$ cat config.mk
export PLATFORM = sky130hd
export DESIGN_NAME = typed_text_writer
export DESIGN_NICKNAME = d
export VERILOG_FILES = /design/src/rtl/typeracer_pkg.sv /design/src/rtl/typed_text_writer.sv
export SDC_FILE = /design/constraint.sdc
export NUM_CORES = 1
export LEC_CHECK = 0
export ABC_AREA = 1
export CORE_MARGIN = 10
export CORE_UTILIZATION = 35
export CTS_CLUSTER_DIAMETER = 40
export DETAILED_ROUTE_END_ITERATION = 16
export SYNTH_ARGS = -nofsm -noshare
export SYNTH_HDL_FRONTEND = slang
export SYNTH_SLANG_ARGS = --single-unit
$ cat constraint.sdc
create_clock -name clk -period 5.8 [get_ports clk]
set_input_delay 1.74 -clock clk [delete_from_list [all_inputs] [get_ports clk]]
set_output_delay 1.74 -clock clk [all_outputs]
set_load 0.005 [all_outputs]
$ cat src/rtl/typeracer_pkg.sv
// Shared constants for the typing-game blocks.
//
// Contents:
//   TR_MAX_LEN    - default number of character slots in a text buffer
//   TR_CW         - default bits per character code
//   TR_LETTER_MAX - highest letter code (26 = Z); codes above it are ignored
//   TR_KEYS_MAX   - saturation value of the per-round key counter
//   ST_*          - round state encoding (IDLE / TYPING / DONE)
//   CODE_BLANK    - code stored in an empty text slot
//   CODE_BKSP     - key code that means backspace
package typeracer_pkg;

    localparam int TR_MAX_LEN    = 25;
    localparam int TR_CW         = 5;
    localparam int TR_LETTER_MAX = 26;
    localparam int TR_KEYS_MAX   = 999;

    localparam logic [1:0] ST_IDLE   = 2'd0;
    localparam logic [1:0] ST_TYPING = 2'd1;
    localparam logic [1:0] ST_DONE   = 2'd2;

    localparam logic [TR_CW-1:0] CODE_BLANK = '0;
    localparam logic [TR_CW-1:0] CODE_BKSP  = '0;

endpackage

$ cat src/rtl/typed_text_writer.sv
// Typing-round text buffer: accepts letter / backspace key events, keeps the
// typed text, its length, the length of the prefix matching a latched target,
// and a saturating count of accepted key events. The round finishes (DONE)
// once the matching prefix covers the whole target.
//
// Ports:
//   clk        - single clock, all state changes on rising edge
//   rst        - synchronous active-high reset (beats start and key events)
//   start      - one-cycle pulse: clear buffer/counters, latch target, TYPING
//   target_len - number of target characters, sampled on start
//   target     - packed target text, slot i at [i*CW +: CW], sampled on start
//   key_valid  - key event offered
//   key_code   - 1..26 letter, 0 backspace, 27..31 ignored
//   key_ready  - event accepted when key_valid && key_ready
//   text       - registered packed typed text, unused slots 0
//   tot        - number of typed characters
//   correct    - length of typed prefix that matches the target
//   keys       - accepted letter/backspace events this round, saturates at 999
//   done       - high while in DONE
module typed_text_writer
    import typeracer_pkg::*;
#(
    parameter int MAX_LEN = TR_MAX_LEN,
    parameter int CW      = TR_CW
) (
    input  logic                  clk,
    input  logic                  rst,
    input  logic                  start,
    input  logic [5:0]            target_len,
    input  logic [MAX_LEN*CW-1:0] target,
    input  logic                  key_valid,
    input  logic [CW-1:0]         key_code,
    output logic                  key_ready,
    output logic [MAX_LEN*CW-1:0] text,
    output logic [5:0]            tot,
    output logic [5:0]            correct,
    output logic [9:0]            keys,
    output logic                  done
);

    logic [1:0]            state_reg, state_next;
    logic [MAX_LEN*CW-1:0] text_reg, text_next;
    logic [MAX_LEN*CW-1:0] target_reg;
    logic [5:0]            target_len_reg;
    logic [5:0]            tot_reg, tot_next;
    logic [5:0]            correct_reg, correct_next;
    logic [9:0]            keys_reg, keys_next;

    logic accept;
    logic is_letter;
    logic is_bksp;
    logic letter_wr;
    logic bksp_clr;
    logic counted;
    logic letter_match;

    // Per-slot decodes of the current write pointer (tot_reg).
    logic [MAX_LEN-1:0] slot_at_tot;
    logic [MAX_LEN-1:0] slot_below_tot;
    logic [MAX_LEN-1:0] target_hit;

    // A start pulse takes the cycle, so no key can be consumed alongside it.
    assign key_ready = (state_reg == ST_TYPING) && !start;
    assign accept    = key_valid && key_ready;

    always_comb begin
        is_letter = (key_code != CW'(CODE_BKSP)) && (int'(key_code) <= TR_LETTER_MAX);
        is_bksp   = (key_code == CW'(CODE_BKSP));
        // Codes 27..31 are consumed but fall through every branch below.
        counted   = accept && (is_letter || is_bksp);
        letter_wr = accept && is_letter && (tot_reg < 6'(MAX_LEN));
        bksp_clr  = accept && is_bksp && (tot_reg != 6'd0);
    end

    genvar gi;
    generate
        for (gi = 0; gi < MAX_LEN; gi++) begin : g_slot
            assign slot_at_tot[gi]    = (tot_reg == 6'(gi));
            assign slot_below_tot[gi] = (tot_reg == 6'(gi + 1));
            assign target_hit[gi]     = slot_at_tot[gi] &&
                                        (target_reg[gi*CW +: CW] == key_code);

            assign text_next[gi*CW +: CW] =
                start                                 ? CW'(CODE_BLANK) :
                (letter_wr && slot_at_tot[gi])        ? key_code :
                (bksp_clr  && slot_below_tot[gi])     ? CW'(CODE_BLANK) :
                                                        text_reg[gi*CW +: CW];
        end
    endgenerate

    assign letter_match = |target_hit;

    always_comb begin
        tot_next     = tot_reg;
        correct_next = correct_reg;
        keys_next    = keys_reg;
        state_next   = state_reg;

        if (start) begin
            tot_next     = 6'd0;
            correct_next = 6'd0;
            keys_next    = 10'd0;
            state_next   = ST_TYPING;
        end else begin
            if (letter_wr) begin
                tot_next = tot_reg + 6'd1;
                // Only extend the match while the whole buffer is still a
                // matching prefix; after a typo correct stays put.
                if ((correct_reg == tot_reg) && letter_match) begin
                    correct_next = correct_reg + 6'd1;
                end
            end else if (bksp_clr) begin
                tot_next = tot_reg - 6'd1;
                if (correct_reg == tot_reg) begin
                    correct_next = correct_reg - 6'd1;
                end
            end

            if (counted && (keys_reg != 10'(TR_KEYS_MAX))) begin
                keys_next = keys_reg + 10'd1;
            end

            // Compare against the post-update count so DONE shows up together
            // with the final correct value.
            if ((state_reg == ST_TYPING) && (correct_next == target_len_reg)) begin
                state_next = ST_DONE;
            end
        end
    end

    always_ff @(posedge clk) begin
        if (rst) begin
            state_reg      <= ST_IDLE;
            text_reg       <= '0;
            tot_reg        <= 6'd0;
            correct_reg    <= 6'd0;
            keys_reg       <= 10'd0;
            target_reg     <= '0;
            target_len_reg <= 6'd0;
        end else begin
            state_reg   <= state_next;
            text_reg    <= text_next;
            tot_reg     <= tot_next;
            correct_reg <= correct_next;
            keys_reg    <= keys_next;
            if (start) begin
                target_reg     <= target;
                target_len_reg <= target_len;
            end
        end
    end

    assign text    = text_reg;
    assign tot     = tot_reg;
    assign correct = correct_reg;
    assign keys    = keys_reg;
    assign done    = (state_reg == ST_DONE);

endmodule

Word level (Yosys, flattened, before mapping)
Index checks and enable logic that the tools add are counted.
W data, S select, Z words.
{"block": "word_totals", "elab_cells": 274, "input_bits": 140, "regBits": 280}
{"block": "op_classes", "muxes": 59, "order_cmp": 2, "eq_ne": 55, "reduce_logical": 121, "addsub": 5}
{"cell": "$mux W5", "count": 50}
{"cell": "$eq A5 B5 Y1", "count": 25}
{"cell": "$logic_and A1 B1 Y1", "count": 86}
{"cell": "$eq A6 B5 Y1 const B", "count": 10}
{"cell": "$reduce_bool A2 Y1", "count": 27}
{"cell": "$eq A6 B4 Y1 const B", "count": 8}
{"cell": "$mux W6", "count": 7}
{"cell": "$reduce_or A25 Y1", "count": 1}
{"cell": "$eq A6 B3 Y1 const B", "count": 4}
{"cell": "$add A6 B1 Y6 const B", "count": 2}
{"cell": "$eq A6 B2 Y1 const B", "count": 2}
{"cell": "$eq A6 B6 Y1", "count": 2}
{"cell": "$sub A6 B1 Y6 const B", "count": 2}
{"cell": "$add A10 B1 Y10 const B", "count": 1}
{"cell": "$ne A10 B10 Y1 const B", "count": 1}
{"cell": "$eq A6 B1 Y1 const B", "count": 1}
{"cell": "$logic_not A6 Y1", "count": 1}
{"cell": "$lt A6 B5 Y1 const B", "count": 1}
{"cell": "$reduce_bool A6 Y1", "count": 1}
{"cell": "$le A5 B5 Y1 const B", "count": 1}
{"cell": "$logic_not A5 Y1", "count": 1}
{"cell": "$reduce_bool A5 Y1", "count": 1}
{"cell": "$eq A2 B1 Y1 const B", "count": 1}
{"cell": "$eq A2 B2 Y1 const B", "count": 1}
{"cell": "4 further kinds", "count": 5}

Depth between registers and ports, before layout
Gate-level depths: netlist (run 1).
{"block": "logic_depth", "depth_word": 12, "mapped_depth": 23}

Worst setup path before layout (run 1)
No wires, ideal clock.
{"block": "synth_timing", "path_kind": "input port to output port", "from": "in start", "to": "out key_ready", "n_path_buf": 1, "cell_stages": 2, "setup_slack_ns": 1.986, "t_arrival_ns": 2.074, "required_ns": 4.060, "path_cell_list": "clkbuf_1 nor2_1"}
{"block": "synth_via", "elab_chain_len": 2}
{"element": "start: declaration", "line_no": "typed_text_writer.sv:28", "rtl": "input logic start,"}
{"element": "$logic_not A1 Y1", "line_no": "typed_text_writer.sv:63", "rtl": "assign key_ready = (state_reg == ST_TYPING) && !start;"}
{"element": "$logic_and A1 B1 Y1", "line_no": "typed_text_writer.sv:63"}
{"element": "end: declaration", "line_no": "typed_text_writer.sv:33", "rtl": "output logic key_ready,"}
Every way passes these cells.

Final worst setup path (run 1)
Same ends and word-level chain as after synthesis.

==> run_results.csv, run 1 <==
group,metric,value,unit
status,status,"completed",
timing,timing.fmax,228.3,MHz
global_routing,first_global_vias,12520,
power,total_power,5374,uW
floorplanning,start_util,0.3531,
synth,synth_cell_type_count,36,
synth,synth_edf_count,0,
final_layout,final_layout_size_suffix_gt1_frac,0.07313,
worst_setup_path,rrSetupSlack,2.92,ns
clock_tree,cts_tree,"done",
synth,yosys_warnings,0,
worst_setup_path,slowest_delay,0.54,ns
worst_setup_path,cp.required,4.06,ns
floorplanning,fp.dieW,211.7,microns
synth,netlist_top_cells_area,"dfxtp_1, nand2_1, a21oi_1, nor2_1, o21ai_0",
detailed_routing,num_vias,12980,
synth,yosysTopAreaCell,"dfxtp_1",
floorplanning,die_area,0.04482,sq mm
worst_setup_path,worstPathMaxFanout,3,
clock_tree,root_buffer,"clkbuf_16",
clock_tree,htreeDepth,2,
detailed_routing,wl_per_cell,17.96,microns
timing,drv_slew,0,
synth,yosysSeqAreaShare,0.4358,
synth,syn_area_per_cell,6.890,sq um
final_layout,multiInputGateArea,0.006250,sq mm
timing,fin_worst_skew,0.02460,ns
worst_setup_path,crit_type,"primary input to output port",
detailed_routing,dr.pass1.iters,6,
global_routing,grt_usage,0.2032,
clock_tree,clk-insertion-delay-late,0.56,ns
floorplanning,coreArea,0.03643,sq mm
detailed_routing,drc,0,
detailed_routing,drt-initial-drc-count,1115,
global_routing,grt_pass1_wl,71860,microns
worst_setup_path,rr_endpoint,"state_reg[0]",
timing,fin_crit_sh,0.7552,
detailed_routing,wl,46980,microns
final_layout,layout_commonest_cell,"nand2_1",
synth,synth_ff_type,"dfxtp_1",
synth,synth_top_area_share,0.4358,
power,p_per_area,305.3,mW/mm^2
final_layout,ff_latch_area,0.005605,sq mm
synth,synth_area,0.01286,sq mm
place,io_buffers,288,
timing,setup_tns,0,ns
worst_setup_path,timing.rr.start,"tot[0]",
detailed_routing,drtAntennaViolNets,0,
timing,max-slew-margin-rel,0.3518,
power,irDropWorstVdd,0.1681,mV
timing,setup_viol,0,
floorplanning,die_y,211.7,microns
place,hpwl,34200,microns
synth,synth-seq-cells,280,
final_layout,mostFrequentLayoutCells,"nand2_1, clkdlybuf4s50_1, dfxtp_1, nor2_1, a21oi_1",
final_layout,final_area,0.01760,sq mm
clock_tree,clk_pin_slew,0.05,ns
timing,hold_viol,0,
worst_setup_path,ff2ff_path_depth,21,
final_layout,fillCellCount,3595,
clock_tree,cts_setup_buffers,0,
worst_setup_path,critPathLaunchType,"primary input",
clock_tree,cts.sinks,280,
detailed_routing,routed_via_density,4.963,
timing,worst-slew-pin-transition,0.9724,ns
floorplanning,io_pins,289,
power,power.leakage,0.006728,uW
clock_tree,numCtsBuffers,45,
final_layout,area_delta_synth_final,36.84,%
final_layout,fin_nets,2259,
synth,synth_nets,2015,
timing,fin_crit,4.380,ns
worst_setup_path,cp_cell_sequence,"buf_2 > nor2_1 > clkdlybuf4s50_1",
timing,rsz0062_at_grt,"no",
worst_setup_path,worstPathArrival,2.64,ns
final_layout,n_antenna_cell,0,
place,placed_cell_area,0.01596,sq mm
synth,async_flop_share,0,
global_routing,grt.overflow.total,0,
global_routing,grt_start_max_net_pins,153,
timing,fin_hold_ws,0.4600,ns
floorplanning,num_rows,70,
global_routing,antenna_found_initial,0,
synth,synthCells,1867,
clock_tree,hold_buffers,0,
min_path,hp-start,"text[80]",
flow_run,drv_cap,0,
clock_tree,cts_buffer_depth,3,
min_path,worstHoldPathType,"flip-flop to flip-flop",
min_path,hold_path_depth,2,
worst_setup_path,slowest_stage,"clkdlybuf4s50_1",
min_path,holdPathEnd,"text[80]",
clock_tree,cts-resized-gates,0,
place,place_congestion,0.8686,
worst_setup_path,endpoint_kind,"output port",
layer usage:
| metal | GRT usage | share of wire |
|---|---|---|
| met1 | 0.2629 | 0.44 |
| met2 | 0.3214 | 0.45 |
| met3 | 0.05161 | 0.080 |
| met4 | 0.07116 | 0.030 |
| met5 | 0 | 0 |
worst max-delay path: cells and delay by family:
| family | cells | cell delay, ns |
|---|---|---|
| simple gates | 1 | 0.19 |
| buf+inv | 2 | 0.71 |
cells in the mapped netlist (2+ instances only):
cell type,instances
o21ai_0,147
a21oi_1,212
buf_4,11
o21a_1,2
buf_1,13
o22ai_1,23
nand2_2,3
nor4_1,2
nor2_4,6
nand2_1,522
clkbuf_1,59
buf_2,19
o211ai_1,2
ha_1,8
nand3_1,46
inv_1,129
dfxtp_1,280
nand2_4,3
inv_2,15
buf_6,2
a21oi_2,2
xor2_1,38
nor3_1,9
nand3_2,13
nor2_2,11
o21ai_1,3
nand4_1,9
xnor2_1,23
nor2_1,248
cell type report:
class	instances	area share
tap	468	0.03326
sequential	280	0.3184
timing repair buffer	301	0.1690
clock inverter	29	0.02253
clock buffer	54	0.07058
multi-input combinational	1339	0.3550
inverter	144	0.03113
cells by family (layout without fill, tap and decap cells):
kind of cell / count (synthesis) / after routing / share of synthesized area
simple gates: 875 / 875 / 0.2778
fa+ha+maj: 8 / 8 / 0.007782
buf+inv: 248 / 528 / 0.07859
compound gates: 395 / 395 / 0.1585
xor+xnor: 61 / 61 / 0.04153
flops: 280 / 280 / 0.4358
power by group:
part,total [uW],internal [uW],switching [uW]
clock network,2890,1900,994
registers,2030,1990,41.5
logic,451,186,266
stage by stage:
| stage | cells | utilization | worst slack, ns |
|---|---|---|---|
| CTS | 2615 | 0.4831 | 1.404 |
| finish | 2615 | 0.4831 | 1.420 |
| detailed placement | 2532 | 0.4382 | 1.362 |
| global placement | 2532 | 0.4382 | 1.407 |
| global route | 2615 | 0.4831 | 1.395 |
| floorplan | 1867 | - | 1.986 |
worst max path at each step:
stage                     start            to  slack (ns)  cells past startpoint
floorplan                 start     key_ready        1.99                      2
finish                    start     key_ready        1.42                      3
global placement    key_code[4]  state_reg[0]        1.41                     21
detailed placement  key_code[4]  state_reg[0]        1.36                     21
global route              start     key_ready        1.39                      3
CTS                       start     key_ready        1.40                      3
(Power assumes the default switching activity.)
==> inputs of run 2 (changes only) <==
==> constraint.sdc (replaced) <==
create_clock -name clk -period 4.4 [get_ports clk]
set_input_delay 1.32 -clock clk [delete_from_list [all_inputs] [get_ports clk]]
set_output_delay 1.32 -clock clk [all_outputs]
set_load 0.005 [all_outputs]
==> run_results.csv, run 2 (synthesis gave the netlist of run 1 again) <==
group,metric,value,unit
power,irDropWorstVdd,0.2744,mV
worst_setup_path,endpoint_kind,"output port",
worst_setup_path,rr_endpoint,"state_reg[0]",
timing,timing.fmax,285.0,MHz
detailed_routing,wl,46540,microns
detailed_routing,routed_via_density,4.907,
clock_tree,clk_pin_slew,0.05,ns
clock_tree,cts_setup_buffers,0,
power,total_power,6819,uW
min_path,worstHoldPathType,"flip-flop to flip-flop",
power,p_per_area,387.6,mW/mm^2
detailed_routing,num_vias,12880,
worst_setup_path,cp.required,3.08,ns
global_routing,antenna_found_initial,5,
final_layout,layout_commonest_cell,"nand2_1",
worst_setup_path,crit_family,"buffers and inverters",
worst_setup_path,cp.buffers_inverters,2,
global_routing,grt.overflow.total,0,
detailed_routing,drtAntennaViolNets,0,
worst_setup_path,cp-endpoint,"key_ready",
global_routing,grt_pass1_wl,70630,microns
clock_tree,htreeDepth,2,
place,io_buffers,288,
timing,hold_viol,0,
final_layout,mostFrequentLayoutCells,"nand2_1, clkdlybuf4s50_1, dfxtp_1, nor2_1, a21oi_1",
global_routing,top_usage_layer,"met2",
place,hpwl,34150,microns
floorplanning,io_pins,289,
timing,setup_tns,0,ns
worst_setup_path,critPathLaunchType,"primary input",
final_layout,area_delta_synth_final,36.79,%
detailed_routing,wl_per_cell,17.73,microns
worst_setup_path,slowest_stage,"clkdlybuf4s50_1",
final_layout,fin_nets,2266,
detailed_routing,drc,0,
timing,worst-slew-pin-transition,0.9933,ns
global_routing,grt_use_met3,0.04791,
worst_setup_path,worstPathMaxFanout,3,
clock_tree,cts_buffer_depth,3,
flow_run,drv_cap,0,
clock_tree,cts-resized-gates,0,
global_routing,use_met1,0.2520,
timing,max-slew-margin-rel,0.3354,
global_routing,grt_usage,0.1993,
detailed_routing,drt-initial-drc-count,868,
worst_setup_path,worstPathArrival,2.19,ns
floorplanning,num_rows,70,
timing,setup_viol,0,
timing,fin_crit,3.509,ns
clock_tree,clk-insertion-delay-late,0.53,ns
clock_tree,cts_tree,"done",
clock_tree,hold_buffers,0,
clock_tree,root_buffer,"clkbuf_16",
worst_setup_path,slowest_delay,0.53,ns
worst_setup_path,path_depth,3,
worst_setup_path,cp_cell_sequence,"buf_2 > nor2_1 > clkdlybuf4s50_1",
global_routing,grt_start_max_net_pins,97,
power,power.leakage,0.006733,uW
worst_setup_path,timing.rr.start,"tot[0]",
worst_setup_path,critPathLaunch,"start",
place,place_congestion,0.8925,
timing,drv_slew,0,
floorplanning,die_y,211.7,microns
detailed_routing,dr.pass1.iters,5,
floorplanning,die_area,0.04482,sq mm
global_routing,grt_use_met2,0.3222,
floorplanning,fp.dieW,211.7,microns
floorplanning,start_util,0.3531,
worst_setup_path,rrSetupSlack,1.40,ns
floorplanning,coreArea,0.03643,sq mm
status,status,"completed",
timing,fin_worst_skew,0.01331,ns
global_routing,first_global_vias,12440,
clock_tree,numCtsBuffers,45,
worst_setup_path,ff2ff_path_depth,20,
final_layout,final_layout_size_suffix_gt1_frac,0.07435,
worst_setup_path,crit_type,"primary input to output port",
timing,fin_crit_sh,0.7976,
timing,rsz0062_at_grt,"no",
clock_tree,cts.sinks,280,
-- run 2: cell type report --
| class | instances | area (sq um) |
|---|---|---|
| diodes | 4 | 10.01 |
| inverters | 144 | 548.0 |
| clock inverters | 23 | 254.0 |
| multi-input cells | 1339 | 6250 |
| clock buffers | 58 | 1277 |
| flip-flops and latches | 280 | 5605 |
| fillers | 3635 | 18840 |
| well taps | 468 | 585.6 |
| repair buffers | 308 | 3065 |
-- run 2: routing by layer --
layer	wire length, microns	up-vias
li1	-	6471
met1	19990	5834
met2	21380	489
met3	3719	80
met4	1442	2
met5	13	-
-- run 2: how the worst min path moves through the flow --
stage / start / end / slack (ns) / cells after the start
2_1_floorplan: state_reg[1] / state_reg[1] / 0.44 / 2
3_3_place_gp: text[38] / text[38] / 0.45 / 2
3_5_place_dp: text[48] / text[48] / 0.45 / 2
4_1_cts: text[113] / text[113] / 0.46 / 2
5_1_grt: text[22] / text[22] / 0.47 / 2
6_report: text[113] / text[113] / 0.46 / 2
-- run 2: metrics by stage --
step                      hold slack [ns]  worst slack, ns  area, sq um    util  std cells
after global placement             0.4488           0.5139        16050  0.4406       2539
after global routing               0.4736           0.7170        17590  0.4829       2623
after CTS                          0.4609           0.8731        17590  0.4827       2620
final                              0.4601           0.8908        17600  0.4829       2624
after detailed placement           0.4543           0.3737        16050  0.4406       2539
after floorplan                    0.4411            1.319        12860       -       1867
-- run 2: worst register-to-register path: cells and delay by family (launching register included) --
kind	cells	cell delay, ns
AO/OA/AOI/OAI	1	0.05
adder cells (fa/ha/maj)	1	0.35
buffers and inverters	1	0.21
flip-flops	1	0.47
AND/OR/NAND/NOR	17	1.80
-- run 2: where the power goes --
group / leakage, uW / switching [uW] / internal, uW
registers: 0.00229 / 51.1 / 2630
logic: 0.00370 / 346 / 251
clock network: 0.000744 / 1260 / 2290
